File: config.mk
export PLATFORM = sky130hd
export DESIGN_NAME = manycore_mesh_node
export DESIGN_NICKNAME = d
export VERILOG_FILES = /design/src/rtl/manycore_mesh_node.sv
export SDC_FILE = /design/constraint.sdc
export NUM_CORES = 1
export LEC_CHECK = 0
export CAP_MARGIN = 20
export CORE_MARGIN = 2
export CORE_UTILIZATION = 40
export DETAILED_ROUTE_END_ITERATION = 10
export PLACE_DENSITY_LB_ADDON = 0.15
export SLEW_MARGIN = 20
export SYNTH_ARGS = -nofsm -noshare
export SYNTH_HDL_FRONTEND = slang
export SYNTH_SLANG_ARGS = --single-unit
File: constraint.sdc
create_clock -name clk_i -period 10.6 [get_ports clk_i]
set_clock_uncertainty 0.05 [all_clocks]
set_input_delay 2.65 -clock clk_i [delete_from_list [all_inputs] [get_ports clk_i]]
set_output_delay 2.65 -clock clk_i [all_outputs]
set_load 0.01 [all_outputs]
File: src/rtl/manycore_mesh_node.sv
// One router tile of the 2-D mesh: five ports with per-input FIFOs, X-then-Y
// dimension-ordered routing and a round-robin arbiter on every output.
module manycore_mesh_node #(
    parameter int          x_cord_width_p = 2,
    parameter int          y_cord_width_p = 2,
    parameter int          data_width_p   = 32,
    parameter int          fifo_els_p     = 2,
    parameter logic [3:0]  stub_p         = 4'b0000,
    localparam int         pkt_w_lp       = data_width_p + y_cord_width_p + x_cord_width_p
) (
    input  logic                      clk_i,
    input  logic                      reset_i,
    input  logic [x_cord_width_p-1:0] my_x_i,
    input  logic [y_cord_width_p-1:0] my_y_i,
    input  logic [3:0]                links_v_i,
    input  logic [4*pkt_w_lp-1:0]     links_data_i,
    output logic [3:0]                links_ready_o,
    output logic [3:0]                links_v_o,
    output logic [4*pkt_w_lp-1:0]     links_data_o,
    input  logic [3:0]                links_ready_i,
    input  logic                      proc_v_i,
    input  logic [pkt_w_lp-1:0]       proc_data_i,
    output logic                      proc_ready_o,
    output logic                      proc_v_o,
    output logic [pkt_w_lp-1:0]       proc_data_o,
    input  logic                      proc_ready_i
);

    // Port index 0=W 1=E 2=N 3=S 4=P, shared by inputs and outputs.
    localparam int ptr_w_lp = (fifo_els_p > 1) ? $clog2(fifo_els_p) : 1;
    localparam int cnt_w_lp = $clog2(fifo_els_p + 1);

    logic [4:0]          in_v;
    logic [pkt_w_lp-1:0] in_data [5];

    logic [pkt_w_lp-1:0] mem [5][fifo_els_p];
    logic [ptr_w_lp-1:0] wr_ptr [5];
    logic [ptr_w_lp-1:0] rd_ptr [5];
    logic [cnt_w_lp-1:0] count [5];
    logic [4:0]          full, nonempty, enq, deq;
    logic [pkt_w_lp-1:0] head [5];

    logic [4:0]          route [5];
    logic [4:0]          req [5];
    logic [2:0]          rr_ptr [5];
    logic [2:0]          gnt_idx [5];
    logic [4:0]          out_v, out_ready, fire;
    logic [pkt_w_lp-1:0] out_data [5];

    function automatic logic [ptr_w_lp-1:0] ptr_inc(input logic [ptr_w_lp-1:0] p);
        return (p == ptr_w_lp'(fifo_els_p - 1)) ? '0 : p + 1'b1;
    endfunction

    function automatic logic [2:0] rr_next(input logic [2:0] p, input logic [2:0] k);
        logic [3:0] s;
        s = {1'b0, p} + {1'b0, k};
        if (s >= 4'd5) s = s - 4'd5;
        return s[2:0];
    endfunction

    // Stubbed edge inputs never enqueue.
    always_comb begin
        for (int d = 0; d < 4; d++) begin
            in_v[d]    = links_v_i[d] & ~stub_p[d];
            in_data[d] = links_data_i[d*pkt_w_lp +: pkt_w_lp];
        end
        in_v[4]    = proc_v_i;
        in_data[4] = proc_data_i;
    end

    always_comb begin
        for (int i = 0; i < 5; i++) begin
            full[i]     = (count[i] == cnt_w_lp'(fifo_els_p));
            nonempty[i] = (count[i] != '0);
            head[i]     = mem[i][rd_ptr[i]];
            enq[i]      = in_v[i] & ~full[i];
        end
    end

    always_comb begin
        for (int i = 0; i < 5; i++) begin
            route[i] = '0;
            if (head[i][x_cord_width_p-1:0] < my_x_i)
                route[i][0] = 1'b1;
            else if (head[i][x_cord_width_p-1:0] > my_x_i)
                route[i][1] = 1'b1;
            else if (head[i][x_cord_width_p +: y_cord_width_p] < my_y_i)
                route[i][2] = 1'b1;
            else if (head[i][x_cord_width_p +: y_cord_width_p] > my_y_i)
                route[i][3] = 1'b1;
            else
                route[i][4] = 1'b1;
        end
    end

    // Scan from the pointer outward; the last hit in a descending scan is the nearest.
    always_comb begin
        for (int o = 0; o < 5; o++) begin
            for (int i = 0; i < 5; i++)
                req[o][i] = nonempty[i] & route[i][o];
            gnt_idx[o] = rr_ptr[o];
            for (int k = 4; k >= 0; k--) begin
                if (req[o][rr_next(rr_ptr[o], 3'(k))])
                    gnt_idx[o] = rr_next(rr_ptr[o], 3'(k));
            end
            out_v[o]    = |req[o];
            out_data[o] = out_v[o] ? head[gnt_idx[o]] : '0;
        end
        for (int d = 0; d < 4; d++)
            out_ready[d] = stub_p[d] | links_ready_i[d];
        out_ready[4] = proc_ready_i;
        fire = out_v & out_ready;
    end

    always_comb begin
        deq = '0;
        for (int o = 0; o < 5; o++)
            for (int i = 0; i < 5; i++)
                if (fire[o] && gnt_idx[o] == 3'(i))
                    deq[i] = 1'b1;
    end

    always_ff @(posedge clk_i or negedge reset_i) begin
        if (!reset_i) begin
            for (int i = 0; i < 5; i++) begin
                wr_ptr[i] <= '0;
                rd_ptr[i] <= '0;
                count[i]  <= '0;
                rr_ptr[i] <= '0;
            end
        end else begin
            for (int i = 0; i < 5; i++) begin
                if (enq[i]) wr_ptr[i] <= ptr_inc(wr_ptr[i]);
                if (deq[i]) rd_ptr[i] <= ptr_inc(rd_ptr[i]);
                if (enq[i] && !deq[i])
                    count[i] <= count[i] + 1'b1;
                else if (deq[i] && !enq[i])
                    count[i] <= count[i] - 1'b1;
                if (fire[i]) rr_ptr[i] <= rr_next(gnt_idx[i], 3'd1);
            end
        end
    end

    // Payload storage needs no reset; validity lives in the counters.
    always_ff @(posedge clk_i) begin
        for (int i = 0; i < 5; i++)
            if (enq[i]) mem[i][wr_ptr[i]] <= in_data[i];
    end

    always_comb begin
        links_data_o = '0;
        for (int d = 0; d < 4; d++) begin
            links_ready_o[d] = stub_p[d] | ~full[d];
            links_v_o[d]     = out_v[d] & ~stub_p[d];
            if (!stub_p[d])
                links_data_o[d*pkt_w_lp +: pkt_w_lp] = out_data[d];
        end
        proc_ready_o = ~full[4];
        proc_v_o     = out_v[4];
        proc_data_o  = out_data[4];
    end

endmodule

Yosys cells after proc, flatten, opt, wreduce, memory -nomap -nowiden
Memory sizes are Yosys's and may differ from the RTL's.
Index checks and enable logic that the tools add are counted.
W data, S select, Z words.
{"block": "op_classes", "eq_ne": 25, "multipliers": 0, "n_reduce_logical": 70, "div_mod_pow": 0, "addsub": 75, "n_lt_le_gt_ge": 95, "shifts": 0, "mux": 245, "n_bitwise": 51}
{"op": "$mux W36", "count": 35}
{"op": "$bmux W36 S3", "count": 5}
{"op": "$mux W72", "count": 5}
{"op": "$demux W36 S1", "count": 5}
{"op": "$mux W3", "count": 60}
{"op": "$ge A4 B3 Y1 const B", "count": 25}
{"op": "$lt A3 B4 Y1 const B", "count": 25}
{"op": "$mux W1", "count": 90}
{"op": "$sub A3 B3 Y3 const B", "count": 30}
{"op": "$bmux W1 S3", "count": 25}
{"op": "$add A3 B1 Y4 const B", "count": 10}
{"op": "$add A3 B2 Y4 const B", "count": 10}
{"op": "$logic_and A1 B1 Y1", "count": 40}
{"op": "$and A1 B1 Y1", "count": 30}
{"op": "$eq A3 B2 Y1 const B", "count": 10}
{"op": "$mux W2", "count": 15}
{"op": "$reduce_or A5 Y1", "count": 5}
{"op": "$add A3 B3 Y4 const B", "count": 5}
{"op": "$ge A2 B2 Y1 const B", "count": 10}
{"op": "$ge A4 B4 Y1 const B", "count": 5}
{"op": "$gt A2 B2 Y1", "count": 10}
{"op": "$lt A2 B2 Y1", "count": 10}
{"op": "$mux W4", "count": 5}
{"op": "$not A1 Y2", "count": 10}
{"op": "14 further kinds", "count": 81}
{"block": "totals", "ramBits": 360, "latchBits": 0, "inputBits": 196, "word_cells": 582, "mem_bits_ro": 0, "mem_count": 1, "ff_bits": 35}
{"name": "mem", "words": 5, "word_bits": 72, "rd": 5, "rd_clocked_by_memory_dff": 0, "write_ports": 5, "line": "36", "source": "logic [pkt_w_lp-1:0] mem [5][fifo_els_p];"}

Logic depth before layout (Yosys ltp)
{"block": "depth", "depth_word": 26, "depth_mapped": 26}

Worst setup path after synthesis
Ideal clock, no wire load.
{"block": "synth_path", "path_kind": "in2out", "from": "input port my_x_i[1]", "to": "output port links_data_o[10]", "path_slack_ps": 2140, "t_arrival_ps": 5760, "t_required_ps": 7900, "stages": 15, "cell_sequence": "inv_1 ha_1 nor2b_1 or3_1 buf_2 or3_1 a211oi_2 a211oi_1 mux2i_1 o311a_1 o21ai_1 buf_2 clkbuf_1 a21oi_1 o22ai_1"}
{"block": "synth_via", "elab_chain_cells": 15, "elab_cells_between_ends": 36, "classes_between": "order compare: 5; mux: 24; bitwise: 6; reduce/logical: 1"}
{"item": "start: declaration", "line": "13", "source": "input logic [x_cord_width_p-1:0] my_x_i,"}
{"item": "$lt A2 B2 Y1", "line": "83", "source": "if (head[i][x_cord_width_p-1:0] < my_x_i)"}
{"item": "$mux W1", "line": "83"}
{"item": "$and A1 B1 Y1", "line": "100", "source": "req[o][i] = nonempty[i] & route[i][o];"}
{"item": "$bmux W1 S3", "line": "103", "source": "if (req[o][rr_next(rr_ptr[o], 3'(k))])"}
{"item": "$mux W1 (not written as such)", "line": "103"}
{"item": "$mux W3 (5 in series)", "line": "103"}
{"item": "$not A3 Y4 (not written as such)", "line": "107", "source": "out_data[o] = out_v[o] ? head[gnt_idx[o]] : '0;"}
{"item": "$bmux W36 S3", "line": "107"}
{"item": "$mux W36 (not written as such) (2 in series)", "line": "107"}
{"item": "$mux W36 *", "line": "107"}
{"item": "end: declaration", "line": "19", "source": "output logic [4*pkt_w_lp-1:0] links_data_o,"}
Every way passes the cells marked *; elsewhere a longest branch is shown, timed or not. The select of a mux whose other input is x is not followed.

Worst setup path in the final report
{"block": "layout_path", "from": "input port my_x_i[1]", "to": "output port links_data_o[80]"}
{"block": "layout_via", "elab_chain_cells": 16, "elab_cells_between_ends": 46, "classes_between": "order compare: 10; mux: 29; bitwise: 6; reduce/logical: 1"}
{"item": "$gt A2 B2 Y1", "line": "85", "source": "else if (head[i][x_cord_width_p-1:0] > my_x_i)"}
{"item": "$mux W3", "line": "85"}
{"item": "$mux W4", "line": "83"}
{"item": "$and A1 B1 Y1", "line": "100"}
{"item": "$bmux W1 S3", "line": "103"}
{"item": "$mux W1 (not written as such)", "line": "103"}
{"item": "$mux W3 (5 in series)", "line": "103"}
{"item": "$not A3 Y4 (not written as such)", "line": "107"}
{"item": "$bmux W36 S3", "line": "107"}
{"item": "$mux W36 (not written as such) (2 in series)", "line": "107"}
{"item": "$mux W36 *", "line": "107"}
Marked as above.

==> flow_summary.toml <==
[timing]
fin_crit_sh = 0.9795
report.final.slew_viol_count = 0
fin_crit_ps = 10380
finalSetupViolCount = 0
hold_viol = 0
tightestPinTransition_ps = 1037
fin_setup_tns_ps = 0
rsz0062_at_grt = "no"
fmax_ghz = 0.09631
relSlewSlack = 0.2892

[yosys]
synth_cell_types = 110
syn_inst = 2883
synth_nets = 3169
avgSynthCellArea_um2 = 9.929
netlist.area_leader.share = 0.3776
synthFlopType = "edfxtp_1"
synth-edff-count = 360
synth_area_leaders = "edfxtp_1 (38%), mux2i_1 (10%), nand2_1 (4.8%)"
yosysWarnings = 0
yosysTopAreaCell = "edfxtp_1"
seq_area_frac_synth = 0.4082
synth_seq_cells = 395
syn_area_um2 = 28630
async_flop_share = 0.08861

[cts]
clk_pin_slew_worst_paths_ps = 60
post_cts_buffers = 0
clk_latency_ps = 580
cts_sinks = 395
cts_hold_buffers = 0
cts.path.max_buffers = 3
cts-root-buf = "clkbuf_16"
numCtsBuffers = 46
cts_tree = "done"
ctsHtreeMaxLevel = 2
cts.repair.resized = 0

[critical_path]
crit_type = "input port to primary output"
path_max_fanout = 12
cp.required_ps = 7900
reg2reg_slack_ps = 4060
critPathLaunchType = "input port"
cp-end-kind = "primary output"
critPathArrivalTime_ps = 7680

[grt]
grt_overflow = 0
antenna_found_initial = 19
grt_pass1_vias = 26033
grtUsageTotal = 0.3284
grt_pass1_wl_um = 179000
grt_max_degree = 61

[floorplan]
die-area_um2 = 73720
die_h_um = 271.5
die_x_um = 271.5
io_pins = 386
std_cell_rows = 98
core_area_um2 = 71120
start_util = 0.4025

[cells_and_area]
drive_gt1_frac = 0.1177
final_cell_mix = "clkdlybuf4s50_1 (382), edfxtp_1 (360), nand2_1 (359), mux2i_1 (297), a21oi_1 (180)"
area_delta_synth_final_pct = 25.48
final_common_cell = "clkdlybuf4s50_1"
final_nets = 3537
fillers = 6399

[route]
antenna_left = 0
route.detailed.drc = 0
vias = 26844
wirelength_um = 125200
first_pass_iters = 7
via_per_inst = 6.309
wl_per_cell_um = 29.42
drtIter0Drc = 2939

[placed_design]
port_buffers = 385
place.gp.congestion = 0.9718
dp_hpwl_um = 90170

[job]
cap_violations = 0

[outcome]
status = "complete, no violations"

[min_path]
hp-class = "register to register"
## critical path, stage by stage
cell and delay [ps]:
clkdlybuf4s50_1 510, inv_1 170, ha_1 370, o211ai_2 130, or4_1 690, mux2i_1 260
nand2_1 80, a21oi_1 380, mux2_2 270, a31oi_4 40, buf_4 180, or2_4 240
a21oi_4 580, buf_4 320, o211ai_1 110, nand2_1 120, clkdlybuf4s50_1 560
## synth_stat cells, types with 35 or more instances
cell type / count
nand2_1: 363
edfxtp_1: 360
mux2i_1: 297
a21oi_1: 180
nor2b_1: 107
o211ai_1: 106
a211oi_1: 91
clkbuf_1: 91
o22ai_1: 91
nor2_1: 88
ha_1: 85
buf_2: 84
o21ai_0: 83
mux2_2: 72
nand3_1: 70
a22oi_1: 69
inv_1: 66
nand2b_1: 37
a32oi_1: 36
dfrtp_1: 35
## worst paths after layout
| check | startpoint | end | cells past startpoint |
|---|---|---|---|
| hold / removal | wr_ptr[2] | wr_ptr[2] | 1 |
| setup / recovery | my_x_i[1] | links_data_o[80] | 17 |
| setup reg to reg | rd_ptr[4] | count[3] | 20 |
| max in group asynchronous | reset_i | rd_ptr[0] | 1 |
| hold reg to reg | wr_ptr[2] | wr_ptr[2] | 1 |
| min in group asynchronous | reset_i | rr_ptr[14] | 1 |
## registers in the layout (all words and copies together) (netlist names)
signal / count
mem: 360
wr_ptr: 5
rd_ptr: 5
count: 10
rr_ptr: 15
## stage by stage
step	setup WS, ps	cells	hold slack, ps	cell area (µm²)	utilization
after global routing	27.00	4254	511.2	35920	0.5050
after CTS	111.4	4238	500.6	35860	0.5043
after floorplan	2140	2883	410.8	28630	-
final	217.3	4255	497.6	35920	0.5051
after global placement	98.47	4153	479.7	34260	0.4818
after detailed placement	124.6	4153	490.1	34270	0.4818
## kinds of logic after synthesis
group	Yosys count	synth area share
buf+inv	277	0.04327
simple gates	847	0.1487
fa+ha+maj	90	0.04065
xor+xnor	40	0.01224
compound gates	860	0.2115
mux	374	0.1353
flops	395	0.4082
## final cells by class
cell class / instances / area [µm²] / area share
Multi-Input combinational cell: 2211 / 15850 / 0.4413
Sequential cell: 395 / 11700 / 0.3257
Timing Repair Buffer: 516 / 5238 / 0.1458
Clock buffer: 52 / 1205 / 0.03354
Tap cell: 950 / 1189 / 0.03309
Clock inverter: 33 / 391.6 / 0.01090
Inverter: 81 / 304.0 / 0.008465
Antenna cell: 17 / 42.54 / 0.001184
## routing by layer
metal | GRT usage | vias up | routed length (µm)
li1 | - | 11854 | -
met1 | 0.4071 | 13211 | 48800
met2 | 0.5543 | 1484 | 60020
met3 | 0.04617 | 293 | 9133
met4 | 0.1752 | 2 | 7238
met5 | 0 | - | 11
Power is left out: the tool's default activity adds up to more than one toggle a clock period on the data nets, which glitch-free logic cannot reach.
